**config.mk**
```make
export PLATFORM = sky130hd
export DESIGN_NAME = multicycle_control_fsm_flat
export DESIGN_NICKNAME = d
export VERILOG_FILES = /design/src/rtl/multicycle_control_fsm_if.sv /design/src/rtl/multicycle_control_fsm.sv /design/src/flat_wrapper.sv
export SDC_FILE = /design/constraint.sdc
export NUM_CORES = 1
export LEC_CHECK = 0
export CORE_MARGIN = 10
export CORE_UTILIZATION = 44
export DETAILED_ROUTE_END_ITERATION = 12
export PLACE_DENSITY = 0.86
export SLEW_MARGIN = 20
export SYNTH_ARGS = -nofsm -noshare
export SYNTH_HDL_FRONTEND = slang
export SYNTH_SLANG_ARGS = --single-unit
export TNS_END_PERCENT = 100
```
**constraint.sdc**
```tcl
create_clock -name clk -period 1.6 [get_ports clk]
set_clock_uncertainty 0.1 [all_clocks]
set_input_delay 0.32 -clock clk [delete_from_list [all_inputs] [get_ports clk]]
set_output_delay 0.32 -clock clk [all_outputs]
set_load 0.01 [all_outputs]
```
**src/rtl/multicycle_control_fsm_if.sv**
```systemverilog
// rtl/multicycle_control_fsm_if.sv - opcode/handshake inputs and datapath controls of the multicycle main FSM
interface multicycle_control_fsm_if #(
    parameter int CNT_W = 32
);
    logic [6:0]       op;
    logic             mem_ready;
    logic             PCUpdate;
    logic             Branch;
    logic             RegWrite;
    logic             MemWrite;
    logic             IRWrite;
    logic             AdrSrc;
    logic [1:0]       ResultSrc;
    logic [1:0]       ALUSrcA;
    logic [1:0]       ALUSrcB;
    logic [1:0]       ALUOp;
    logic [1:0]       ImmSrc;
    logic             trap;
    logic             retire;
    logic [CNT_W-1:0] retired_cnt;

    modport master (
        output op, mem_ready,
        input  PCUpdate, Branch, RegWrite, MemWrite, IRWrite, AdrSrc, ResultSrc,
               ALUSrcA, ALUSrcB, ALUOp, ImmSrc, trap, retire, retired_cnt
    );

    modport slave (
        input  op, mem_ready,
        output PCUpdate, Branch, RegWrite, MemWrite, IRWrite, AdrSrc, ResultSrc,
               ALUSrcA, ALUSrcB, ALUOp, ImmSrc, trap, retire, retired_cnt
    );
endinterface

```
**src/rtl/multicycle_control_fsm.sv**
```systemverilog
// rtl/multicycle_control_fsm.sv - multicycle RV32I main control FSM with memory stall and retire counter
module multicycle_control_fsm #(
    parameter bit SUPPORT_ITYPE = 1'b1,
    parameter bit SUPPORT_JAL   = 1'b1,
    parameter int CNT_W         = 32
) (
    input  logic                    clk,
    input  logic                    rst_n,
    multicycle_control_fsm_if.slave bus
);
    localparam logic [6:0] OP_LW  = 7'b0000011;
    localparam logic [6:0] OP_SW  = 7'b0100011;
    localparam logic [6:0] OP_R   = 7'b0110011;
    localparam logic [6:0] OP_I   = 7'b0010011;
    localparam logic [6:0] OP_BEQ = 7'b1100011;
    localparam logic [6:0] OP_JAL = 7'b1101111;

    typedef enum logic [3:0] {
        S_RESET, S_FETCH, S_DECODE, S_MEMADR, S_MEMREAD, S_MEMWB, S_MEMWRITE,
        S_EXECUTER, S_EXECUTEI, S_ALUWB, S_BEQ, S_JAL, S_TRAP
    } state_t;

    state_t           state, state_nxt;
    logic [CNT_W-1:0] cnt;
    logic             pc_update, branch, reg_write, mem_write, ir_write, adr_src;
    logic             trap, retire;
    logic [1:0]       result_src, alu_src_a, alu_src_b, alu_op, imm_src;

    always_ff @(posedge clk or negedge rst_n) begin
        if (!rst_n) state <= S_RESET;
        else        state <= state_nxt;
    end

    always_ff @(posedge clk or negedge rst_n) begin
        if (!rst_n)      cnt <= '0;
        else if (retire) cnt <= cnt + CNT_W'(1);
    end

    always_comb begin
        imm_src = 2'b00;
        case (bus.op)
            OP_SW:   imm_src = 2'b01;
            OP_BEQ:  imm_src = 2'b10;
            OP_JAL:  imm_src = 2'b11;
            default: imm_src = 2'b00;
        endcase
    end

    always_comb begin
        state_nxt  = state;
        pc_update  = 1'b0;
        branch     = 1'b0;
        reg_write  = 1'b0;
        mem_write  = 1'b0;
        ir_write   = 1'b0;
        adr_src    = 1'b0;
        result_src = 2'b00;
        alu_src_a  = 2'b00;
        alu_src_b  = 2'b00;
        alu_op     = 2'b00;
        trap       = 1'b0;
        retire     = 1'b0;
        case (state)
            S_RESET: state_nxt = S_FETCH;
            S_FETCH: begin
                alu_src_b  = 2'b10;
                result_src = 2'b10;
                ir_write   = bus.mem_ready;
                pc_update  = bus.mem_ready;
                if (bus.mem_ready) state_nxt = S_DECODE;
            end
            S_DECODE: begin
                // Precompute the branch target from oldPC while the opcode is decoded.
                alu_src_a = 2'b01;
                alu_src_b = 2'b01;
                case (bus.op)
                    OP_LW, OP_SW: state_nxt = S_MEMADR;
                    OP_R:         state_nxt = S_EXECUTER;
                    OP_I:         state_nxt = SUPPORT_ITYPE ? S_EXECUTEI : S_TRAP;
                    OP_BEQ:       state_nxt = S_BEQ;
                    OP_JAL:       state_nxt = SUPPORT_JAL ? S_JAL : S_TRAP;
                    default:      state_nxt = S_TRAP;
                endcase
            end
            S_MEMADR: begin
                alu_src_a = 2'b10;
                alu_src_b = 2'b01;
                state_nxt = (bus.op == OP_LW) ? S_MEMREAD : S_MEMWRITE;
            end
            S_MEMREAD: begin
                adr_src = 1'b1;
                if (bus.mem_ready) state_nxt = S_MEMWB;
            end
            S_MEMWB: begin
                result_src = 2'b01;
                reg_write  = 1'b1;
                retire     = 1'b1;
                state_nxt  = S_FETCH;
            end
            S_MEMWRITE: begin
                adr_src   = 1'b1;
                mem_write = 1'b1;
                retire    = bus.mem_ready;
                if (bus.mem_ready) state_nxt = S_FETCH;
            end
            S_EXECUTER: begin
                alu_src_a = 2'b10;
                alu_op    = 2'b10;
                state_nxt = S_ALUWB;
            end
            S_EXECUTEI: begin
                alu_src_a = 2'b10;
                alu_src_b = 2'b01;
                alu_op    = 2'b10;
                state_nxt = S_ALUWB;
            end
            S_ALUWB: begin
                reg_write = 1'b1;
                retire    = 1'b1;
                state_nxt = S_FETCH;
            end
            S_BEQ: begin
                alu_src_a = 2'b10;
                alu_op    = 2'b01;
                branch    = 1'b1;
                retire    = 1'b1;
                state_nxt = S_FETCH;
            end
            S_JAL: begin
                // Jump now; the link write-back (rd = PC+4) retires in ALUWB.
                alu_src_a = 2'b01;
                alu_src_b = 2'b10;
                pc_update = 1'b1;
                state_nxt = S_ALUWB;
            end
            S_TRAP: trap = 1'b1;
            default: state_nxt = S_RESET;
        endcase
    end

    assign bus.PCUpdate    = pc_update;
    assign bus.Branch      = branch;
    assign bus.RegWrite    = reg_write;
    assign bus.MemWrite    = mem_write;
    assign bus.IRWrite     = ir_write;
    assign bus.AdrSrc      = adr_src;
    assign bus.ResultSrc   = result_src;
    assign bus.ALUSrcA     = alu_src_a;
    assign bus.ALUSrcB     = alu_src_b;
    assign bus.ALUOp       = alu_op;
    assign bus.ImmSrc      = imm_src;
    assign bus.trap        = trap;
    assign bus.retire      = retire;
    assign bus.retired_cnt = cnt;
endmodule

```
**src/flat_wrapper.sv**
```systemverilog
// flat-port wrapper written by rule: the top's interface ports become plain ports
module multicycle_control_fsm_flat 
#(
    parameter bit SUPPORT_ITYPE = 1'b1,
    parameter bit SUPPORT_JAL   = 1'b1,
    parameter int CNT_W         = 32
)
  (clk, rst_n, bus_op, bus_mem_ready, bus_PCUpdate, bus_Branch, bus_RegWrite, bus_MemWrite, bus_IRWrite, bus_AdrSrc, bus_ResultSrc, bus_ALUSrcA, bus_ALUSrcB, bus_ALUOp, bus_ImmSrc, bus_trap, bus_retire, bus_retired_cnt);
  multicycle_control_fsm_if #(.CNT_W(CNT_W)) bus_i ();
  input  logic clk;
  input  logic rst_n;
  input wire logic [$bits(bus_i.op)-1:0] bus_op;
  input wire logic [$bits(bus_i.mem_ready)-1:0] bus_mem_ready;
  output wire logic [$bits(bus_i.PCUpdate)-1:0] bus_PCUpdate;
  output wire logic [$bits(bus_i.Branch)-1:0] bus_Branch;
  output wire logic [$bits(bus_i.RegWrite)-1:0] bus_RegWrite;
  output wire logic [$bits(bus_i.MemWrite)-1:0] bus_MemWrite;
  output wire logic [$bits(bus_i.IRWrite)-1:0] bus_IRWrite;
  output wire logic [$bits(bus_i.AdrSrc)-1:0] bus_AdrSrc;
  output wire logic [$bits(bus_i.ResultSrc)-1:0] bus_ResultSrc;
  output wire logic [$bits(bus_i.ALUSrcA)-1:0] bus_ALUSrcA;
  output wire logic [$bits(bus_i.ALUSrcB)-1:0] bus_ALUSrcB;
  output wire logic [$bits(bus_i.ALUOp)-1:0] bus_ALUOp;
  output wire logic [$bits(bus_i.ImmSrc)-1:0] bus_ImmSrc;
  output wire logic [$bits(bus_i.trap)-1:0] bus_trap;
  output wire logic [$bits(bus_i.retire)-1:0] bus_retire;
  output wire logic [$bits(bus_i.retired_cnt)-1:0] bus_retired_cnt;
  assign bus_i.op = bus_op;
  assign bus_i.mem_ready = bus_mem_ready;
  assign bus_PCUpdate = bus_i.PCUpdate;
  assign bus_Branch = bus_i.Branch;
  assign bus_RegWrite = bus_i.RegWrite;
  assign bus_MemWrite = bus_i.MemWrite;
  assign bus_IRWrite = bus_i.IRWrite;
  assign bus_AdrSrc = bus_i.AdrSrc;
  assign bus_ResultSrc = bus_i.ResultSrc;
  assign bus_ALUSrcA = bus_i.ALUSrcA;
  assign bus_ALUSrcB = bus_i.ALUSrcB;
  assign bus_ALUOp = bus_i.ALUOp;
  assign bus_ImmSrc = bus_i.ImmSrc;
  assign bus_trap = bus_i.trap;
  assign bus_retire = bus_i.retire;
  assign bus_retired_cnt = bus_i.retired_cnt;
  multicycle_control_fsm #(.SUPPORT_ITYPE(SUPPORT_ITYPE), .SUPPORT_JAL(SUPPORT_JAL), .CNT_W(CNT_W)) u_core (.clk(clk), .rst_n(rst_n), .bus(bus_i));
endmodule
```
# Word level (Yosys, flattened, before mapping)
# Cells that the tools add are included.
[classes]
bitwise_logic = 1
reduce_logical = 13
mux = 19
eq_ne = 21
add_sub_neg = 1
[ops]
columns = ["operator", "n"]
rows = [
  ["$add 32x1->32 const B", 1],
  ["$pmux 4 s8", 1],
  ["$eq 4x4->1 const B", 5],
  ["$pmux 4 s5", 1],
  ["$eq 4x3->1 const B", 4],
  ["$pmux 2 s2", 4],
  ["$eq 7x6->1 const B", 2],
  ["$eq 7x7->1 const B", 2],
  ["$mux 4", 3],
  ["$reduce_or 2->1", 6],
  ["$reduce_or 3->1", 3],
  ["$eq 4x2->1 const B", 2],
  ["$reduce_or 4->1", 2],
  ["$eq 7x2->1 const B", 1],
  ["$eq 7x5->1 const B", 1],
  ["$mux 1", 6],
  ["$ne 2x2->1 const B", 3],
  ["$pmux 2 s3", 1],
  ["$eq 4x1->1 const B", 1],
  ["$logic_not 4->1", 1],
  ["$pmux 1 s2", 2],
  ["$reduce_and 4->1", 1],
  ["$mux 2", 1],
  ["$not 1->1", 1],
]
[totals]
reg_bits = 36
inputBits = 10

# Depth between registers and ports, before layout
# Gate-level depths: netlist of run 1.
[logic_depth]
ltp_word = 4
ltp_mapped = 7
mapped_depth_nobuf = 6

# Worst setup path before layout of run 1
# No wires, ideal clock.
[synth_timing]
path_type = "flip-flop to flip-flop"
from = "register u_core.state[3]"
to = "register u_core.cnt[17] (netlist: u_core.bus.retired_cnt[17])"
arrival_time_ns = 1.466
n_path_buf = 1
t_required_ns = 1.375
stages_incl_launch_ff = 8
slack_ns = -0.091
setup_ns = 0.125
period_less_slack_ns = 1.691
cell_sequence = "dfrtp_1 > buf_4 > nand2b_4 > a21o_4 > inv_4 > o2111a_2 > nand4_1 > xnor2_1"
[synth_between]
elab_chain_len = 3
[synth_rtl]
columns = ["item", "line_no", "source"]
rows = [
  ["start, declared", "multicycle_control_fsm.sv:23", "state_t state, state_nxt;"],
  ["start signal, assigned", "multicycle_control_fsm.sv:31", "else state <= state_nxt;"],
  ["$eq 4x4->1 / $eq 4x3->1 (equally long branches)", "multicycle_control_fsm.sv:63", "case (state)"],
  ["$reduce_or 3->1 (no source line)", "--", ""],
  ["$pmux 1 s2 (*)", "multicycle_control_fsm.sv:63", ""],
  ["end signal, assigned", "multicycle_control_fsm.sv:36", "else if (retire) cnt <= cnt + CNT_W'(1);"],
  ["end, declared", "multicycle_control_fsm.sv:24", "logic [CNT_W-1:0] cnt;"],
]
# Mark *: on every way between the ends. The rest lies on a longest branch, timed or not.
# A chain may end at the register's enable or synchronous reset.

# Final worst setup path of run 1
[layout_timing]
from = "register u_core.state[0]"
to = "output port bus_trap"
[layout_between]
elab_chain_len = 2
[layout_rtl]
columns = ["item", "line_no", "source"]
rows = [
  ["$eq 4x4->1", "multicycle_control_fsm.sv:63", ""],
  ["$mux 1", "multicycle_control_fsm.sv:63", ""],
  ["end, declared", "flat_wrapper.sv:25", "output wire logic [$bits(bus_i.trap)-1:0] bus_trap;"],
]
# No other way between the ends.

==> flow_metrics.py, run 1 <==
metrics = {
    "placement": {
        "place_congestion": 0.836,
        "dp_cells": 400,
        "post-place-ws_ns": -0.681,
        "dpl.hpwl_mm": 4.67,
        "numPortBuffers": 59,
    },
    "global_route": {
        "grt_max_degree": 20,
        "antenna_found_initial": 0,
        "grt_usage_pct": 15.5,
        "grt_pass1_wl_mm": 10.8,
        "grt_overflow": 0,
        "grt_pass1_vias": 2248,
    },
    "die": {
        "io_pins": 60,
        "fp.dieW_microns": 90.6,
        "core_area_sq_mm": 0.00479,
        "start_util_pct": 45.8,
        "num_rows": 25,
        "dieArea_sq_mm": 0.00821,
        "die_y_microns": 90.6,
    },
    "job": {
        "maxCapViolCount": 0,
    },
    "setup_path": {
        "end_kind": "output pin",
        "crit_chain": "buf_6 > nand2b_4 > nor2_1 > clkdlybuf4s15_2",
        "r2r_cells": 8,
        "cp_top_family": "flip-flops",
        "start_kind": "flip-flop",
        "critical_path_class": "flip-flop to output pin",
        "critPathSlowestCell": "dfrtp_1",
        "crit_fanout": 8,
        "crit_required_ns": 1.18,
        "path_buf_inv": 2,
        "max_stage_delay_ns": 0.46,
        "cp.arrival_ns": 1.54,
        "critical_path_depth": 4,
    },
    "sta": {
        "setup_viol_count_final": 50,
        "grt_setup_unrepaired": "true",
        "max_slew.worst_pin.slew_ns": 0.446,
        "fmax_mhz": 509,
        "period_share_pct": 123,
        "whs_ns": 0.360,
        "hold_violations": 0,
        "layout_min_cycle_time_ns": 1.96,
        "relSlewSlack_pct": 70.3,
        "finalMaxSlewViolations": 0,
        "tns_ns": -10.84,
        "fin_ws_ns": -0.363,
    },
    "layout": {
        "layout_commonest_cell": "buf_4",
        "final_cell_mix": "buf_4, dlygate4sd2_1, dfrtp_1, buf_6, xor2_1",
        "syn2layout_area_growth_pct": 70.8,
        "finalNonFillerCells": 428,
        "diodes": 0,
        "drive_above_1_share_pct": 48.5,
        "fin_nets": 371,
    },
    "worst_hold_path": {
        "min_path_cells": 1,
        "timing.hold.worst.class": "flip-flop to flip-flop",
    },
    "power_and_ir_drop": {
        "p_per_area_mw_per_mm2": 1190,
        "fin_total_pwr_mw": 4.46,
        "ir_worst_vdd_mv": 0.920,
        "p_leak_nw": 1.77,
    },
    "synthesis": {
        "synth-main-ff-cell": "dfrtp_1",
        "synthCells": 222,
        "postSynthAreaPerCell_sq_um": 9.88,
        "yosys-top-cells-area": "dfrtp_1, xnor2_1, xor2_1",
        "synth_top_area_cell": "dfrtp_1",
        "synth_edf_count": 0,
        "ys_ff_latch": 36,
        "ys_seq_area_share_pct": 41.1,
        "ys_warn_count": 0,
        "synth_top_area_share_pct": 41.1,
        "syn_nets": 233,
        "syn_area_sq_mm": 0.00219,
        "ys_types": 52,
        "synthArstFlopShare_pct": 100,
    },
    "detailed_routing": {
        "via_count": 2260,
        "wl_per_cell_microns": 17.5,
        "vias_per_cell": 5.28,
        "dr.pass1.iters": 4,
        "drc": 0,
        "wl_mm": 7.49,
        "drtAntennaViolNets": 0,
        "drtIter0Drc": 197,
    },
    "clocking": {
        "clock_path_buffers": 2,
        "cts-buffers-inserted": 5,
        "cts_num_sinks": 36,
        "clk_pin_slew_worst_paths_ns": 0.07,
        "root_buffer": "clkbuf_8",
        "h-tree-depth": 2,
        "cts_tree": "done",
        "worstSkewPairLatency_ns": 0.29,
    },
    "run_status": {
        "status": "complete, but fails checks",
        "violations": "setup timing",
    },
}
registers in the layout, summed over array words and instances (netlist names):
name	cells
u_core.bus.retired_cnt	32
u_core.state	4
per-stage QoR:
| stage | instance area, sq um | utilization (%) |
|---|---|---|
| after global routing | 3750 | 78.3 |
| after CTS | 3440 | 72.0 |
| after floorplan | 2200 | - |
| after global placement | 3280 | 68.5 |
| after detailed placement | 3280 | 68.5 |
| final | 3750 | 78.3 |
final timing paths:
| kind | startpoint | to | slack [ns] |
|---|---|---|---|
| max | u_core.state[0] | bus_trap | -0.36 |
| min reg2reg | u_core.bus.retired_cnt[31] | u_core.bus.retired_cnt[31] | 0.36 |
| min in group asynchronous | rst_n | u_core.bus.retired_cnt[28] | 0.40 |
| max in group asynchronous | rst_n | u_core.bus.retired_cnt[0] | 0.54 |
| min | u_core.bus.retired_cnt[31] | u_core.bus.retired_cnt[31] | 0.36 |
| max reg2reg | u_core.state[3] | u_core.state[2] | -0.31 |
area by class of cell:
cell class	instances	area (sq um)
flip-flops and latches	36	906
multi-input cells	168	1470
inverters	12	50.0
clock buffers	7	86.3
fillers	288	1040
clock inverters	1	7.51
repair buffers	137	1140
well taps	67	83.8
cells by family after synthesis:
family / after synthesis / share of synthesized area [%]
simple gates: 101 / 28.8
flops: 36 / 41.1
xor+xnor: 34 / 13.6
compound gates: 30 / 11.4
buf+inv: 19 / 4.11
mux: 1 / 0.513
fa+ha+maj: 1 / 0.570
where the power goes:
part	total [mW]	switching [mW]	internal, mW
Combinational	2.64	1.32	1.31
Clock	0.679	0.329	0.350
Sequential	1.14	0.114	1.03
Yosys cell counts, drive strengths merged, types with 3 or more instances:
| cell type | instances |
|---|---|
| clkbuf | 3 |
| dfrtp | 36 |
| nor3 | 11 |
| and2 | 3 |
| nand3 | 12 |
| nor4 | 4 |
| xnor2 | 18 |
| and3 | 3 |
| nand2 | 15 |
| nor2 | 26 |
| xor2 | 16 |
| inv | 12 |
| o22ai | 4 |
| buf | 4 |
| nand4 | 7 |
| o21ai | 7 |
| a21o | 3 |
| a21oi | 6 |
| nand2b | 8 |
layer usage:
layer  share of wire, %  track usage, %
met1                 41            17.2
met2                 51            27.8
met3                5.9            4.41
met4                2.5            4.77
met5                  0               0
what timing repair did:
item,4_1_cts,5_1_grt
pin swaps,24,20
cloned,1,0
hold endpoints to repair,18,0
setup buffers,5,13
gates resized for setup,149,52
hold buffers,1,0
setup endpoints to repair,84,52
Note: power is estimated with default switching activity, not from simulation.
==> inputs of run 2 (changes only) <==
Settings changed: CORE_MARGIN 10 to 4.
==> flow_metrics.py, run 2 (synthesized netlist as in run 1, its figures left out) <==
metrics = {
    "clocking": {
        "clk_pin_slew_worst_paths_ns": 0.08,
        "cts_tree": "done",
        "cts-buffers-inserted": 5,
        "clock_path_buffers": 2,
        "cts_num_sinks": 36,
        "worstSkewPairLatency_ns": 0.29,
        "h-tree-depth": 2,
        "root_buffer": "clkbuf_8",
    },
    "die": {
        "fp.dieW_microns": 78.6,
        "start_util_pct": 45.8,
        "die_y_microns": 78.6,
        "io_pins": 60,
        "num_rows": 25,
        "core_area_sq_mm": 0.00479,
        "dieArea_sq_mm": 0.00618,
    },
    "global_route": {
        "grt_overflow": 0,
        "grt_max_degree": 20,
        "grt_usage_pct": 24.1,
        "grt_pass1_vias": 2373,
        "grt_pass1_wl_mm": 11.7,
        "antenna_found_initial": 0,
    },
    "run_status": {
        "status": "complete, but fails checks",
        "violations": "setup timing",
    },
    "placement": {
        "dp_cells": 402,
        "post_dp_cell_area_sq_mm": 0.00329,
        "post-place-ws_ns": -0.692,
        "place_congestion": 0.877,
        "numPortBuffers": 59,
        "dpl.hpwl_mm": 4.33,
    },
    "setup_path": {
        "timing.rr.start": "u_core.state[3]",
        "end_kind": "flip-flop",
        "crit_required_ns": 1.71,
        "critical_path_class": "flip-flop to flip-flop",
        "critPathLaunch": "u_core.state[3]",
        "start_kind": "flip-flop",
        "cp.arrival_ns": 2.12,
        "crit_fanout": 4,
    },
    "job": {
        "maxCapViolCount": 0,
    },
    "detailed_routing": {
        "drc": 0,
        "wl_mm": 8.63,
        "wl_per_cell_microns": 19.7,
        "via_count": 2441,
        "drtIter0Drc": 151,
        "vias_per_cell": 5.59,
        "drtAntennaViolNets": 0,
        "dr.pass1.iters": 7,
    },
    "power_and_ir_drop": {
        "ir_worst_vdd_mv": 0.791,
        "p_per_area_mw_per_mm2": 1170,
        "fin_total_pwr_mw": 4.44,
        "p_leak_nw": 1.82,
    },
    "sta": {
        "whs_ns": 0.369,
        "hold_violations": 0,
        "period_share_pct": 126,
        "layout_min_cycle_time_ns": 2.01,
        "max_slew.worst_pin.slew_ns": 0.436,
        "fmax_mhz": 497,
        "fin_ws_ns": -0.413,
        "tns_ns": -10.69,
        "finalMaxSlewViolations": 0,
        "grt_setup_unrepaired": "true",
        "setup_viol_count_final": 50,
        "relSlewSlack_pct": 70.9,
    },
    "layout": {
        "fin_nets": 380,
        "layout_commonest_cell": "buf_4",
        "post-route-util_pct": 79.2,
        "largest_register_ffs": 32,
        "diodes": 0,
        "finalNonFillerCells": 437,
        "syn2layout_area_growth_pct": 72.8,
        "final_cell_mix": "buf_4, dlygate4sd2_1, dfrtp_1, buf_6",
        "final_area_sq_mm": 0.00379,
        "drive_above_1_share_pct": 50.8,
    },
    "worst_hold_path": {
        "timing.hold.worst.class": "flip-flop to flip-flop",
        "min_from": "u_core.bus.retired_cnt[31]",
    },
}
==> run 2: area by class of cell <==
cell class	instances	area, sq um
clock buffer	7	76.3
clock inverter	1	5.00
fill	304	995
inverter	12	50.0
multi-input combinational	168	1450
sequential	36	908
tap	67	83.8
timing repair buffer	146	1210
==> run 2: where the power goes <==
part           internal [mW]  leakage, nW  switching, mW  total (mW)
Sequential              1.03        0.448          0.137        1.17
Clock                  0.306       0.0422          0.328       0.634
Combinational           1.29         1.33           1.35        2.64
==> run 2: repair_timing <==
item | 4_1_cts | 5_1_grt
endpoints found under the setup margin | 82 | 54
cloned | 1 | 0
hold endpoints to repair | 17 | 0
resized for setup | 163 | 43
pin swaps | 34 | 26
hold buffers | 1 | 0
buffers inserted | 20 | 6
==> run 2: worst max-delay path: stages, from the launching register on <==
cell and delay, ns:
dfrtp_2 0.45, buf_6 0.14, buf_6 0.11, nor4b_2 0.27
buf_4 0.20, o21ai_4 0.07, o211ai_1 0.32, a221oi_2 0.10
o22ai_1 0.17
==> run 2: final timing paths <==
kind	end	slack, ns	depth (start not counted)
hold / removal	u_core.bus.retired_cnt[31]	0.37	1
min in group asynchronous	u_core.state[0]	0.39	2
hold reg to reg	u_core.bus.retired_cnt[31]	0.37	1
max in group asynchronous	u_core.bus.retired_cnt[0]	0.54	3
setup reg to reg	u_core.state[2]	-0.41	8
setup / recovery	u_core.state[2]	-0.41	8
==> run 2: metal layers <==
metal,global-route usage (%),up-vias,part of all wire (%)
met5,0,-,0
met4,9.27,0,5.5
li1,-,1062,-
met2,43.5,155,51
met1,28.6,1170,38
met3,3.56,54,5.7
==> inputs of run 3 (changes only) <==
Settings changed: TNS_END_PERCENT 100 to 1.
==> flow_metrics.py, run 3 (synthesized netlist as in run 1, its figures left out) <==
metrics = {
    "power_and_ir_drop": {
        "p_leak_nw": 1.63,
        "p_per_area_mw_per_mm2": 1110,
        "p_int_mw": 2.36,
        "p_comb_share_pct": 54.6,
        "clkPwrFrac_pct": 15.6,
        "swShare_pct": 38.3,
        "switchingPower_mw": 1.46,
        "ir_worst_vdd_mv": 0.798,
        "seq_power_share_pct": 29.8,
    },
    "die": {
        "num_rows": 25,
        "die_y_microns": 78.6,
        "start_util_pct": 45.8,
        "fp.dieW_microns": 78.6,
        "io_pins": 60,
        "core_area_sq_mm": 0.00479,
        "dieArea_sq_mm": 0.00618,
    },
    "sta": {
        "setup_viol_count_final": 51,
        "hold_violations": 0,
        "grt_setup_unrepaired": "true",
        "whs_ns": 0.302,
        "relSlewSlack_pct": 75.1,
        "finalMaxSlewViolations": 0,
        "period_share_pct": 115,
        "fmax_mhz": 543,
        "max_slew.worst_pin.slew_ns": 0.372,
        "fin_ws_ns": -0.240,
        "layout_min_cycle_time_ns": 1.84,
    },
    "setup_path": {
        "crit_chain": "clkdlybuf4s50_1 > and4b_1 > and3_1 > buf_4 > buf_4 > buf_4 > buf_4 > o21ai_2 > a221oi_2",
        "path_common_cell": "buf_4",
        "critPathLaunch": "bus_op[4]",
        "cp_top_family": "buffers and inverters",
        "timing.rr.start": "u_core.state[3]",
        "cp.arrival_ns": 1.90,
        "crit_required_ns": 1.66,
        "end_kind": "flip-flop",
        "path_buf_inv": 5,
        "start_kind": "primary input",
        "critPathSlowestCell": "clkdlybuf4s50_1",
        "critical_path_class": "primary input to flip-flop",
        "max_stage_delay_ns": 0.47,
        "crit_fanout": 3,
    },
    "placement": {
        "numPortBuffers": 59,
        "dpl.hpwl_mm": 4.21,
        "post_dp_cell_area_sq_mm": 0.00330,
        "place_congestion": 0.834,
    },
    "detailed_routing": {
        "wl_per_cell_microns": 14.3,
        "vias_per_cell": 5.12,
        "via_count": 2104,
        "drc": 0,
        "drtIter0Drc": 82,
        "wl_mm": 5.89,
        "dr.pass1.iters": 5,
        "drtAntennaViolNets": 0,
    },
    "clocking": {
        "worstSkewPairLatency_ns": 0.29,
        "cts_tree": "done",
        "cts-buffers-inserted": 5,
        "clk_pin_slew_worst_paths_ns": 0.07,
        "clock_path_buffers": 2,
        "root_buffer": "clkbuf_8",
        "cts_num_sinks": 36,
        "h-tree-depth": 2,
    },
    "layout": {
        "fin_nets": 355,
        "final_cell_mix": "buf_4, dlygate4sd2_1, dfrtp_1, nor2_1",
        "diodes": 0,
        "fillers": 344,
        "final_area_sq_mm": 0.00344,
        "drive_above_1_share_pct": 40.1,
        "post-route-util_pct": 71.9,
        "largest_register_ffs": 32,
        "layout_commonest_cell": "buf_4",
        "syn2layout_area_growth_pct": 56.9,
    },
    "global_route": {
        "grt_overflow": 0,
        "grt_pass1_vias": 2198,
        "grt_usage_pct": 19.5,
        "antenna_found_initial": 0,
        "grt_max_degree": 37,
        "grt_pass1_wl_mm": 9.80,
    },
    "run_status": {
        "status": "complete, but fails checks",
        "violations": "setup timing",
    },
    "job": {
        "maxCapViolCount": 0,
    },
    "worst_hold_path": {
        "timing.hold.worst.class": "primary input to async pin",
    },
}
run 3: changes by cell type in the layout (fill, tap and decap cells not counted), sizes merged:
cell	previous run	this run
dlymetal6s2s	2	1
clkbuf	10	6
o21ai	8	7
clkdlybuf4s15	1	0
dlygate4sd2	34	33
dlygate4sd3	1	0
buf	105	81
clkdlybuf4s50	0	7
run 3: power by group through the flow:
stage | Combinational, mW | Sequential [mW] | Clock [mW]
after floorplan | 0.899 | 1.21 | 0
after global placement | 1.94 | 1.13 | 0
after detailed placement | 1.98 | 1.14 | 0
after CTS | 1.97 | 1.13 | 0.611
after global routing | 2.26 | 1.15 | 0.649
final | 2.09 | 1.14 | 0.598
run 3: what timing repair did:
action	4_1_cts	5_1_grt
endpoints found under the setup margin	83	54
hold buffers	0	0
setup buffers	4	0
gates resized for setup	134	17
pin swaps	13	7
run 3: layout make-up:
| class | count | area [sq um] | area share (%) |
|---|---|---|---|
| Multi-Input combinational cell | 167 | 1340 | 38.8 |
| Timing Repair Buffer | 122 | 988 | 28.7 |
| Sequential cell | 36 | 906 | 26.3 |
| Tap cell | 67 | 83.8 | 2.44 |
| Clock buffer | 6 | 72.6 | 2.11 |
| Inverter | 12 | 50.0 | 1.45 |
| Clock inverter | 1 | 5.00 | 0.145 |
run 3: worst reg2reg max path: cells and delay by family (launching register included):
kind | cells | cell delay [ns]
AO/OA/AOI/OAI | 3 | 0.34
buffers and inverters | 2 | 0.30
flip-flops | 1 | 0.46
AND/OR/NAND/NOR | 2 | 0.53
run 3: path summary, 6_finish.rpt:
path	endpoint	slack, ns	cells past startpoint
max	u_core.state[1]	-0.24	9
min	u_core.bus.retired_cnt[28]	0.30	2
max reg2reg	u_core.state[2]	-0.21	7
min reg2reg	u_core.bus.retired_cnt[31]	0.36	1
max in group asynchronous	u_core.state[3]	0.90	2
min in group clk	u_core.bus.retired_cnt[31]	0.36	1
run 3: routing by layer:
metal  vias up  GRT usage, %  wire, microns
li1       1013             -              -
met1      1008          24.0           2570
met2        66          33.5           2930
met3        17          3.78            239
met4         0          7.69            146
met5         -             0              0
run 3: stage by stage:
| stage | total power, mW | cells | worst slack (ns) | setup TNS [ns] |
|---|---|---|---|---|
| floorplan | 2.11 | 222 | -0.0490 | -0.140 |
| global placement | 3.07 | 400 | -0.655 | -18.71 |
| detailed placement | 3.12 | 400 | -0.692 | -20.38 |
| CTS | 3.71 | 411 | -0.224 | -6.35 |
| global route | 4.06 | 411 | -0.313 | -10.60 |
| finish | 3.82 | 411 | -0.240 | -7.02 |
